`src/rtl/ats21_alarm_collector.sv`:
```
`default_nettype none
// ============================================================================
// Module   : ats21_alarm_collector
// Purpose  : Edge-detects the ATS21 alarm finished flags, queues one
//            {alarm id, timestamp} event per rising edge in a small FIFO and
//            presents the events on a show-ahead pop interface. Repeated
//            rises on an alarm that is still waiting to be queued are
//            coalesced and counted as drops.
// Revision : 1.0 - initial release
// ============================================================================
module ats21_alarm_collector #(
  parameter int NUM_ALARMS = 24,
  parameter int DEPTH      = 8,
  parameter int TS_WIDTH   = 16,
  parameter int ID_WIDTH   = 5
) (
  input  logic                     clk,
  input  logic                     reset,
  input  logic [NUM_ALARMS-1:0]    alarm_in,
  input  logic                     enable,
  input  logic                     rd_en,
  input  logic                     clear_ovf,
  output logic                     evt_valid,
  output logic [ID_WIDTH-1:0]      evt_id,
  output logic [TS_WIDTH-1:0]      evt_ts,
  output logic [$clog2(DEPTH):0]   fifo_count,
  output logic                     overflow,
  output logic [7:0]               drop_count,
  output logic                     irq
);

  localparam int C_PTR_W = $clog2(DEPTH);
  localparam int C_CNT_W = C_PTR_W + 1;
  localparam int C_POP_W = $clog2(NUM_ALARMS + 1);
  localparam logic [C_CNT_W-1:0] C_DEPTH = C_CNT_W'(DEPTH);

  // Input history, pending alarms and free-running timestamp
  logic [NUM_ALARMS-1:0] r_alarm_q;
  logic [NUM_ALARMS-1:0] r_pending;
  logic [TS_WIDTH-1:0]   r_ts_cnt;

  // Event FIFO storage and bookkeeping
  logic [ID_WIDTH-1:0]   r_mem_id [DEPTH];
  logic [TS_WIDTH-1:0]   r_mem_ts [DEPTH];
  logic [C_PTR_W-1:0]    r_wr_ptr;
  logic [C_PTR_W-1:0]    r_rd_ptr;
  logic [C_CNT_W-1:0]    r_count;

  // Loss reporting
  logic                  r_overflow;
  logic [7:0]            r_drop_count;

  logic [NUM_ALARMS-1:0] w_rise;
  logic [NUM_ALARMS-1:0] w_new;
  logic [NUM_ALARMS-1:0] w_sel_onehot;
  logic [NUM_ALARMS-1:0] w_clr_sel;
  logic [NUM_ALARMS-1:0] w_coal;
  logic [NUM_ALARMS-1:0] w_pending_nxt;
  logic [ID_WIDTH-1:0]   w_sel_idx;
  logic [C_POP_W-1:0]    w_coal_cnt;
  logic [7:0]            w_drop_base;
  logic [8:0]            w_drop_sum;
  logic [7:0]            w_drop_nxt;
  logic                  w_ovf_nxt;
  logic                  w_pop;
  logic                  w_push;

  assign w_rise = alarm_in & ~r_alarm_q;
  assign w_new  = w_rise & {NUM_ALARMS{enable}};

  // Lowest pending alarm wins the single enqueue slot of the cycle
  assign w_sel_onehot = r_pending & (~r_pending + NUM_ALARMS'(1));

  // Binary index of the lowest pending alarm
  always_comb begin
    w_sel_idx = '0;
    for (int i = NUM_ALARMS - 1; i >= 0; i--) begin
      if (r_pending[i]) begin
        w_sel_idx = ID_WIDTH'(i);
      end
    end
  end

  // A pop frees a slot in the same edge, so a full FIFO can still accept
  assign w_pop  = rd_en & evt_valid;
  assign w_push = (r_pending != '0) & ((r_count != C_DEPTH) | w_pop);

  // A new rise on the alarm being queued now is a fresh event, not a drop
  assign w_clr_sel     = w_push ? w_sel_onehot : '0;
  assign w_coal        = w_new & r_pending & ~w_clr_sel;
  assign w_pending_nxt = (r_pending & ~w_clr_sel) | w_new;

  // Several alarms may coalesce in the same cycle; count every one
  always_comb begin
    w_coal_cnt = '0;
    for (int i = 0; i < NUM_ALARMS; i++) begin
      w_coal_cnt = w_coal_cnt + C_POP_W'(w_coal[i]);
    end
  end

  // A clear and a coalesce in the same cycle leave only the new drops counted
  assign w_drop_base = clear_ovf ? 8'd0 : r_drop_count;
  assign w_drop_sum  = {1'b0, w_drop_base} + 9'(w_coal_cnt);
  assign w_drop_nxt  = w_drop_sum[8] ? 8'hFF : w_drop_sum[7:0];
  assign w_ovf_nxt   = (w_coal_cnt != '0) | (r_overflow & ~clear_ovf);

  // Edge history, pending set and timestamp counter
  always_ff @(posedge clk or posedge reset) begin
    if (reset) begin
      r_alarm_q <= '0;
      r_pending <= '0;
      r_ts_cnt  <= '0;
    end else begin
      r_alarm_q <= alarm_in;
      r_pending <= w_pending_nxt;
      r_ts_cnt  <= r_ts_cnt + TS_WIDTH'(1);
    end
  end

  // Event FIFO: entries carry the pre-edge timestamp of the enqueue cycle
  always_ff @(posedge clk or posedge reset) begin
    if (reset) begin
      for (int i = 0; i < DEPTH; i++) begin
        r_mem_id[i] <= '0;
        r_mem_ts[i] <= '0;
      end
      r_wr_ptr <= '0;
      r_rd_ptr <= '0;
      r_count  <= '0;
    end else begin
      if (w_push) begin
        r_mem_id[r_wr_ptr] <= w_sel_idx;
        r_mem_ts[r_wr_ptr] <= r_ts_cnt;
        r_wr_ptr           <= r_wr_ptr + C_PTR_W'(1);
      end
      if (w_pop) begin
        r_rd_ptr <= r_rd_ptr + C_PTR_W'(1);
      end
      case ({w_push, w_pop})
        2'b10:   r_count <= r_count + C_CNT_W'(1);
        2'b01:   r_count <= r_count - C_CNT_W'(1);
        default: r_count <= r_count;
      endcase
    end
  end

  // Sticky overflow flag and saturating drop counter
  always_ff @(posedge clk or posedge reset) begin
    if (reset) begin
      r_overflow   <= 1'b0;
      r_drop_count <= '0;
    end else begin
      r_overflow   <= w_ovf_nxt;
      r_drop_count <= w_drop_nxt;
    end
  end

  // Show-ahead outputs read straight from registered state
  always_comb begin
    evt_valid  = (r_count != '0);
    evt_id     = evt_valid ? r_mem_id[r_rd_ptr] : '0;
    evt_ts     = evt_valid ? r_mem_ts[r_rd_ptr] : '0;
    fifo_count = r_count;
    overflow   = r_overflow;
    drop_count = r_drop_count;
    irq        = evt_valid | r_overflow;
  end

endmodule
`default_nettype wire

```
`config.mk`:
```
export PLATFORM = sky130hd
export DESIGN_NAME = ats21_alarm_collector
export DESIGN_NICKNAME = d
export VERILOG_FILES = /design/src/rtl/ats21_alarm_collector.sv
export SDC_FILE = /design/constraint.sdc
export NUM_CORES = 1
export LEC_CHECK = 0
export BUFFER_PORTS_ARGS = -buffer_cell sky130_fd_sc_hd__buf_2
export CORE_ASPECT_RATIO = 2
export CORE_MARGIN = 5
export CORE_UTILIZATION = 40
export CTS_BUF_LIST = sky130_fd_sc_hd__clkbuf_8
export CTS_CLUSTER_SIZE = 28
export DETAILED_ROUTE_END_ITERATION = 8
export GPL_TIMING_DRIVEN = 0
export RECOVER_POWER = 50
export SKIP_LAST_GASP = 1
export SLEW_MARGIN = 10
export SYNTH_ARGS = -nofsm -noshare
export SYNTH_HDL_FRONTEND = slang
export SYNTH_SLANG_ARGS = --single-unit
```
`constraint.sdc`:
```
create_clock -name clk -period 22.1 [get_ports clk]
set_clock_uncertainty 0.1 [all_clocks]
set_input_delay 1.105 -clock clk [delete_from_list [all_inputs] [get_ports clk]]
set_output_delay 1.105 -clock clk [all_outputs]
set_load 0.02 [all_outputs]
```
Yosys cells after proc, flatten, opt, wreduce, memory -nomap -nowiden
Index checks and enable logic that the tools add are counted.
{"block": "word_totals", "regBits": 251, "output_inout_bits": 36, "inputBits": 29, "wordCells": 126}
{"block": "classes", "n_lt_le_gt_ge": 3, "bitwise": 19, "mux": 42, "add_sub_neg": 30, "eq_ne": 3, "n_reduce_logical": 5}
{"operator": "24-bit AND", "count": 6}
{"operator": "5-bit two-way mux", "count": 28}
{"operator": "128-bit bitwise mux", "count": 1}
{"operator": "5-bit by 1-bit adder with 5-bit output", "count": 19}
{"operator": "24-bit inverter", "count": 3}
{"operator": "16-bit two-way mux", "count": 4}
{"operator": "16-bit binary-select mux with 3-bit select", "count": 1}
{"operator": "16-bit demux with 3-bit select", "count": 1}
{"operator": "40-bit bitwise mux", "count": 1}
{"operator": "24-bit by 1-bit adder with 24-bit output, second input constant", "count": 1}
{"operator": "24-bit two-way mux", "count": 1}
{"operator": "24-bit OR", "count": 1}
{"operator": "24-bit nonzero test", "count": 1}
{"operator": "16-bit by 1-bit adder with 16-bit output, second input constant", "count": 1}
{"operator": "8-bit two-way mux", "count": 2}
{"operator": "5-bit binary-select mux with 3-bit select", "count": 1}
{"operator": "5-bit demux with 3-bit select", "count": 1}
{"operator": "8-bit by 5-bit adder with 9-bit output", "count": 1}
{"operator": "4-bit greater-or-equal comparator, second input constant", "count": 2}
{"operator": "3-bit inverter with 4-bit output", "count": 2}
{"operator": "4-bit one-hot mux with 2 select lines", "count": 1}
{"operator": "3-bit by 1-bit adder with 3-bit output, second input constant", "count": 2}
{"operator": "4-bit by 1-bit adder with 5-bit output", "count": 1}
{"operator": "5-bit nonzero test", "count": 1}
{"operator": "15 further kinds", "count": 19}

Depth between registers and ports, before layout
{"block": "depth", "ltp_word": 32, "mapped_depth": 27, "mapped_depth_nobuf": 24}

Worst setup path after synthesis
No wires, ideal clock.
{"block": "synth_timing", "path_type": "input -> register", "from": "in rd_en", "to": "reg r_drop_count[2] (netlist: drop_count[2])", "required_ns": 21.854, "arrival_time_ns": 6.836, "n_path_buf": 2, "setup_ns": 0.146, "path_slack_ns": 15.018, "path_stages": 23, "cell_sequence": "nand3b_1 -> buf_2 -> o21ai_2 -> buf_4 -> o41ai_1 -> nor2_1 -> fa_1 -> inv_1 -> fa_1 -> fa_1 -> fa_1 -> inv_1 -> fa_1 -> ha_1 -> inv_1 -> fa_1 -> xnor2_1 -> ha_1 -> nor2b_1 -> o21ai_0 -> a21boi_0 -> o21ai_0 -> o21ai_0"}
{"block": "synth_via", "elab_chain_cells": 31}
{"item": "start: declaration", "line": "21", "text": "input logic rd_en,"}
{"item": "1-bit AND (*)", "line": "85", "text": "assign w_pop = rd_en & evt_valid;"}
{"item": "1-bit OR (*)", "line": "86", "text": "assign w_push = (r_pending != '0) & ((r_count != C_DEPTH) | w_pop);"}
{"item": "1-bit AND (*)", "line": "86"}
{"item": "24-bit two-way mux (*)", "line": "89", "text": "assign w_clr_sel = w_push ? w_sel_onehot : '0;"}
{"item": "24-bit inverter (*)", "line": "90", "text": "assign w_coal = w_new & r_pending & ~w_clr_sel;"}
{"item": "24-bit AND (*)", "line": "90"}
{"item": "1-bit by 1-bit adder with 2-bit output", "line": "97", "text": "w_coal_cnt = w_coal_cnt + C_POP_W'(w_coal[i]);"}
{"item": "2-bit by 1-bit adder with 3-bit output", "line": "97"}
{"item": "3-bit by 1-bit adder with 4-bit output", "line": "97"}
{"item": "4-bit by 1-bit adder with 5-bit output", "line": "97"}
{"item": "5-bit by 1-bit adder with 5-bit output (18 in a row)", "line": "97"}
{"item": "5-bit by 1-bit adder with 5-bit output (*)", "line": "97"}
{"item": "8-bit by 5-bit adder with 9-bit output (*)", "line": "103", "text": "assign w_drop_sum = {1'b0, w_drop_base} + 9'(w_coal_cnt);"}
{"item": "8-bit two-way mux (*)", "line": "104", "text": "assign w_drop_nxt = w_drop_sum[8] ? 8'hFF : w_drop_sum[7:0];"}
{"item": "via w_drop_nxt[2]", "line": "63", "text": "logic [7:0] w_drop_nxt;"}
{"item": "end signal: assignment", "line": "154", "text": "r_drop_count <= w_drop_nxt;"}
{"item": "end: declaration", "line": "51", "text": "logic [7:0] r_drop_count;"}
The timed path passes the listed nets; every way through them passes the cells marked *.
A chain may end at the register's enable or synchronous reset.

==> summary.txt <==
Layout
  • Nets: 1,138
  • FILL cells: 2,893
  • Share of post-route cells with drive strength above 1: 28.3%
  • Area grow syn2layout: 12.6%

Pwr
  • Pwr Density: 116 mW/mm²
  • Total power: 1.62 mW
  • Leak: 6.47 nW
  • Max IR drop VDD: 0.0634 mV

GRT
  • Largest net degree at the start of global routing: 114
  • Initial antenna violation count: 1
  • First-pass GRT wire length: 48.3 mm
  • Total grt overflow: 0
  • Vias in the first global route: 8,721
  • Overall routing resource usage: 17.9%

Routing
  • Antenna Nets Post-Route: 0
  • Max Used Layer: met4
  • DRC: 0
  • Drt total wl: 30.0 mm
  • DRT iter0 DRCs: 479
  • Vias per cell: 5.34
  • DR pass1 iterations: 4
  • Wire per inst: 20.3 µm
  • Wire length on met3: 978 µm
  • Met2 wire len: 16.8 mm
  • Met1 wire length: 10.9 mm
  • Vias post-DR: 7,868

STA
  • Worst slew pin tran: 5770 ps
  • RSZ-0062 raised after global routing: false
  • Final Cycle Share: 52.1%
  • Setup TNS: 0 ps
  • Fmax: 0.0868 GHz
  • Slew HR: -285%
  • Hold Fails Final Rpt: 0
  • Tmin final: 11,520 ps
  • WHS: 377 ps
  • Final Setup Violations: 0
  • Max-slew violations: 256

Clock network
  • Clock tree buffer depth: 3
  • Clock sink count: 251
  • H-tree depth: 2
  • # Post-CTS Setup Buffers: 0
  • TritonCTS Buffers: 39
  • Post_cts resized: 0
  • Root Buffer Master: clkbuf_8
  • CTS tree: done
  • Post-CTS Hold Buffers: 0
  • Latest clock arrival within the worst-skew pair: 550 ps
  • CTS clk-pin slew, worst paths: 70 ps

Placement
  • DP Wirelength: 21.1 mm
  • Count of input and output buffers: 64
  • Gpl congestion: 0.785

Yosys
  • Dominant cell type by area after synthesis: dfrtp_1
  • Main combinational cell family by area after synthesis: multiplexers
  • Largest cells by area after synthesis: dfrtp_1 51%, mux2_2 7.7%, mux4_2 7.7%, mux2_4 3.6%, o21ai_0 3.1%
  • Synth Cell Area: 0.0124 mm²
  • Post-synthesis mux area share: 20.7%
  • Area share of xor/xnor cells in the synthesized design: 1.70%
  • Area share of the largest cell type after synthesis: 50.8%
  • Post-synth EDFFs: 0
  • Top FF cell, synth: dfrtp_1
  • Post-synthesis sequential area ratio: 50.8%
  • Synth warn: 0
  • Adder-Cell Fraction of Synth Area: 4.80%
  • Simple-gate share of the synthesized area: 9.85%
  • Post-synthesis area per instance: 12.8 µm²
  • Post-Syn Instances: 966
  • Post-synth cell types: 61
  • Synth Area in Compound Gates: 8.11%
  • Fraction of registers with async set/reset: 100%
  • Syn_nets: 1,031
  • Synth Register Bits: 251

Setup path
  • Critical-path top delay cell: clkbuf_1
  • Worst Setup Start Kind: input port
  • Worst endpoint required time: 21,250 ps
  • CP Cell Sequence: buf_2 > clkinvlp_2 > clkbuf_1 > clkbuf_1
  • Data arrival, critical path: 10,660 ps
  • Most frequent CP cell: clkbuf_1
  • CP top delay family: buffers and inverters
  • WS Path Type: input port to async pin
  • Setup crit end kind: async pin
  • Reg2reg path depth: 25
  • Max stage delay on crit path: 4260 ps
  • Crit Path Max Fanout: 113
  • CP Depth: 4
  • Buf+Inv Stages, Crit Path: 4

Status
  • Status: finished with violations
  • Failing checks: max-capacitance violations, max-slew violations

Floorplan
  • Die W: 134 µm
  • Starting Density: 40.2%
  • Row Count: 91
  • Die height: 259 µm
  • Core area: 0.0307 mm²
  • Die area: 0.0347 mm²
  • Top-level I/O count: 65

Worst hold path
  • Hold depth: 2
  • Hold crit path type: flop to flop

Run
  • Max_cap viols: 3
[kinds of logic (layout without fill, tap and decap cells)]
logic type               after synthesis  in the layout
XOR/XNOR                              24             24
multiplexers                         178            178
flip-flops                           251            251
buffers and inverters                 98            233
AO/OA/AOI/OAI                        140            140
other                                  0              1
AND/OR/NAND/NOR                      239            239
adder cells (fa/ha/maj)               36             36
[power by group]
part / switching [mW] / total (mW) / leakage (nW) / internal, mW
combinational: 0.342 / 0.615 / 2.85 / 0.273
sequential: 0.0586 / 0.609 / 3.16 / 0.550
clock: 0.185 / 0.396 / 0.455 / 0.210
total: 0.585 / 1.62 / 6.47 / 1.03
[sequential cells by signal, summed over array words and instances, names as in the netlist]
signal      flops
overflow        1
r_rd_ptr        3
r_alarm_q      24
r_mem_id       40
r_pending      24
r_wr_ptr        3
drop_count      8
r_mem_ts      128
r_ts_cnt       16
fifo_count      4
[through the flow]
step | utilization, % | std cells | setup WS [ps] | area, µm²
after floorplan | - | 966 | 14000 | 12400
after global placement | 42.8 | 1402 | 11060 | 13100
after detailed placement | 43.0 | 1404 | 13920 | 13200
after CTS | 45.5 | 1473 | 14260 | 14000
after global routing | 45.3 | 1474 | 8260 | 13900
final | 45.3 | 1474 | 10580 | 13900
[per-layer routing]
layer | track usage, % | vias to the layer above
li1 | - | 3644
met1 | 19.1 | 3970
met2 | 34.2 | 175
met3 | 2.62 | 79
met4 | 7.84 | 0
met5 | 0 | -
[synthesized netlist by cell type (5+ instances only)]
cell	n
dfrtp_1	251
nand2_1	90
mux2_2	84
o21ai_0	77
nor2_1	53
mux4_2	42
inv_1	38
mux2_4	30
clkbuf_1	26
mux2i_1	22
fa_1	19
ha_1	17
nand3b_1	15
nor2b_1	14
xnor2_1	14
buf_2	12
nand2b_1	10
xor2_1	10
a21oi_1	9
o31ai_1	9
and3b_1	8
nand4_1	8
or2_2	7
a21o_1	6
buf_1	6
buf_4	6
nand3_1	6
nor4_1	6
o2111ai_4	6
or4_1	6
buf_8	5
nor3_1	5
o311ai_0	5
[placed cells by master, fill, tap and decap left out, types with 7 or more instances in the layout]
master	n
a21oi_1	9
and3b_1	8
buf_2	60
clkbuf_1	45
clkbuf_8	52
dfrtp_1	251
fa_1	19
ha_1	17
inv_1	47
mux2_2	84
mux2_4	30
mux2i_1	22
mux4_2	42
nand2_1	90
nand2b_1	10
nand3b_1	15
nand4_1	8
nor2_1	53
nor2b_1	14
o21ai_0	77
o31ai_1	9
or2_2	7
xnor2_1	14
xor2_1	10
[final timing paths]
path,slack (ps),start,endpoint
max in group clk,14060,r_pending[18]$_DFF_PP0_,drop_count[3]$_DFF_PP0_
setup / recovery,10580,reset,r_mem_ts[76]$_DFFE_PP0P_
setup reg to reg,14060,r_pending[18]$_DFF_PP0_,drop_count[3]$_DFF_PP0_
hold reg to reg,380,r_mem_id[11]$_DFFE_PP0P_,r_mem_id[11]$_DFFE_PP0P_
hold / removal,380,r_mem_id[11]$_DFFE_PP0P_,r_mem_id[11]$_DFFE_PP0P_
min in group asynchronous,810,reset,fifo_count[1]$_DFFE_PP0P_
[worst register-to-register path: stages (launching register included)]
cell	delay, ps
dfrtp_1	310
buf_2	180
nor4_1	90
nand3_1	240
clkbuf_1	820
o21ai_2	170
buf_4	220
o31ai_1	380
nor2_1	110
fa_1	560
inv_1	60
fa_1	560
fa_1	460
fa_1	580
inv_1	70
fa_1	560
ha_1	180
inv_1	60
fa_1	390
xnor2_1	220
ha_1	300
nor2b_1	150
o21ai_0	230
a21boi_0	210
o21ai_0	510
o21ai_0	190
[area by class of cell]
type	instances	area (µm²)	share of cell area (%)
Clock inverter	17	76.3	0.548
Buffer	59	338	2.43
Clock buffer	52	716	5.14
Tap cell	372	465	3.34
Sequential cell	251	6280	45.1
Inverter	39	148	1.06
Timing Repair Buffer	66	308	2.21
Multi-Input combinational cell	617	5590	40.1
Antenna cell	1	2.50	0.0180
No activity file was read; power rests on OpenSTA's default activity.
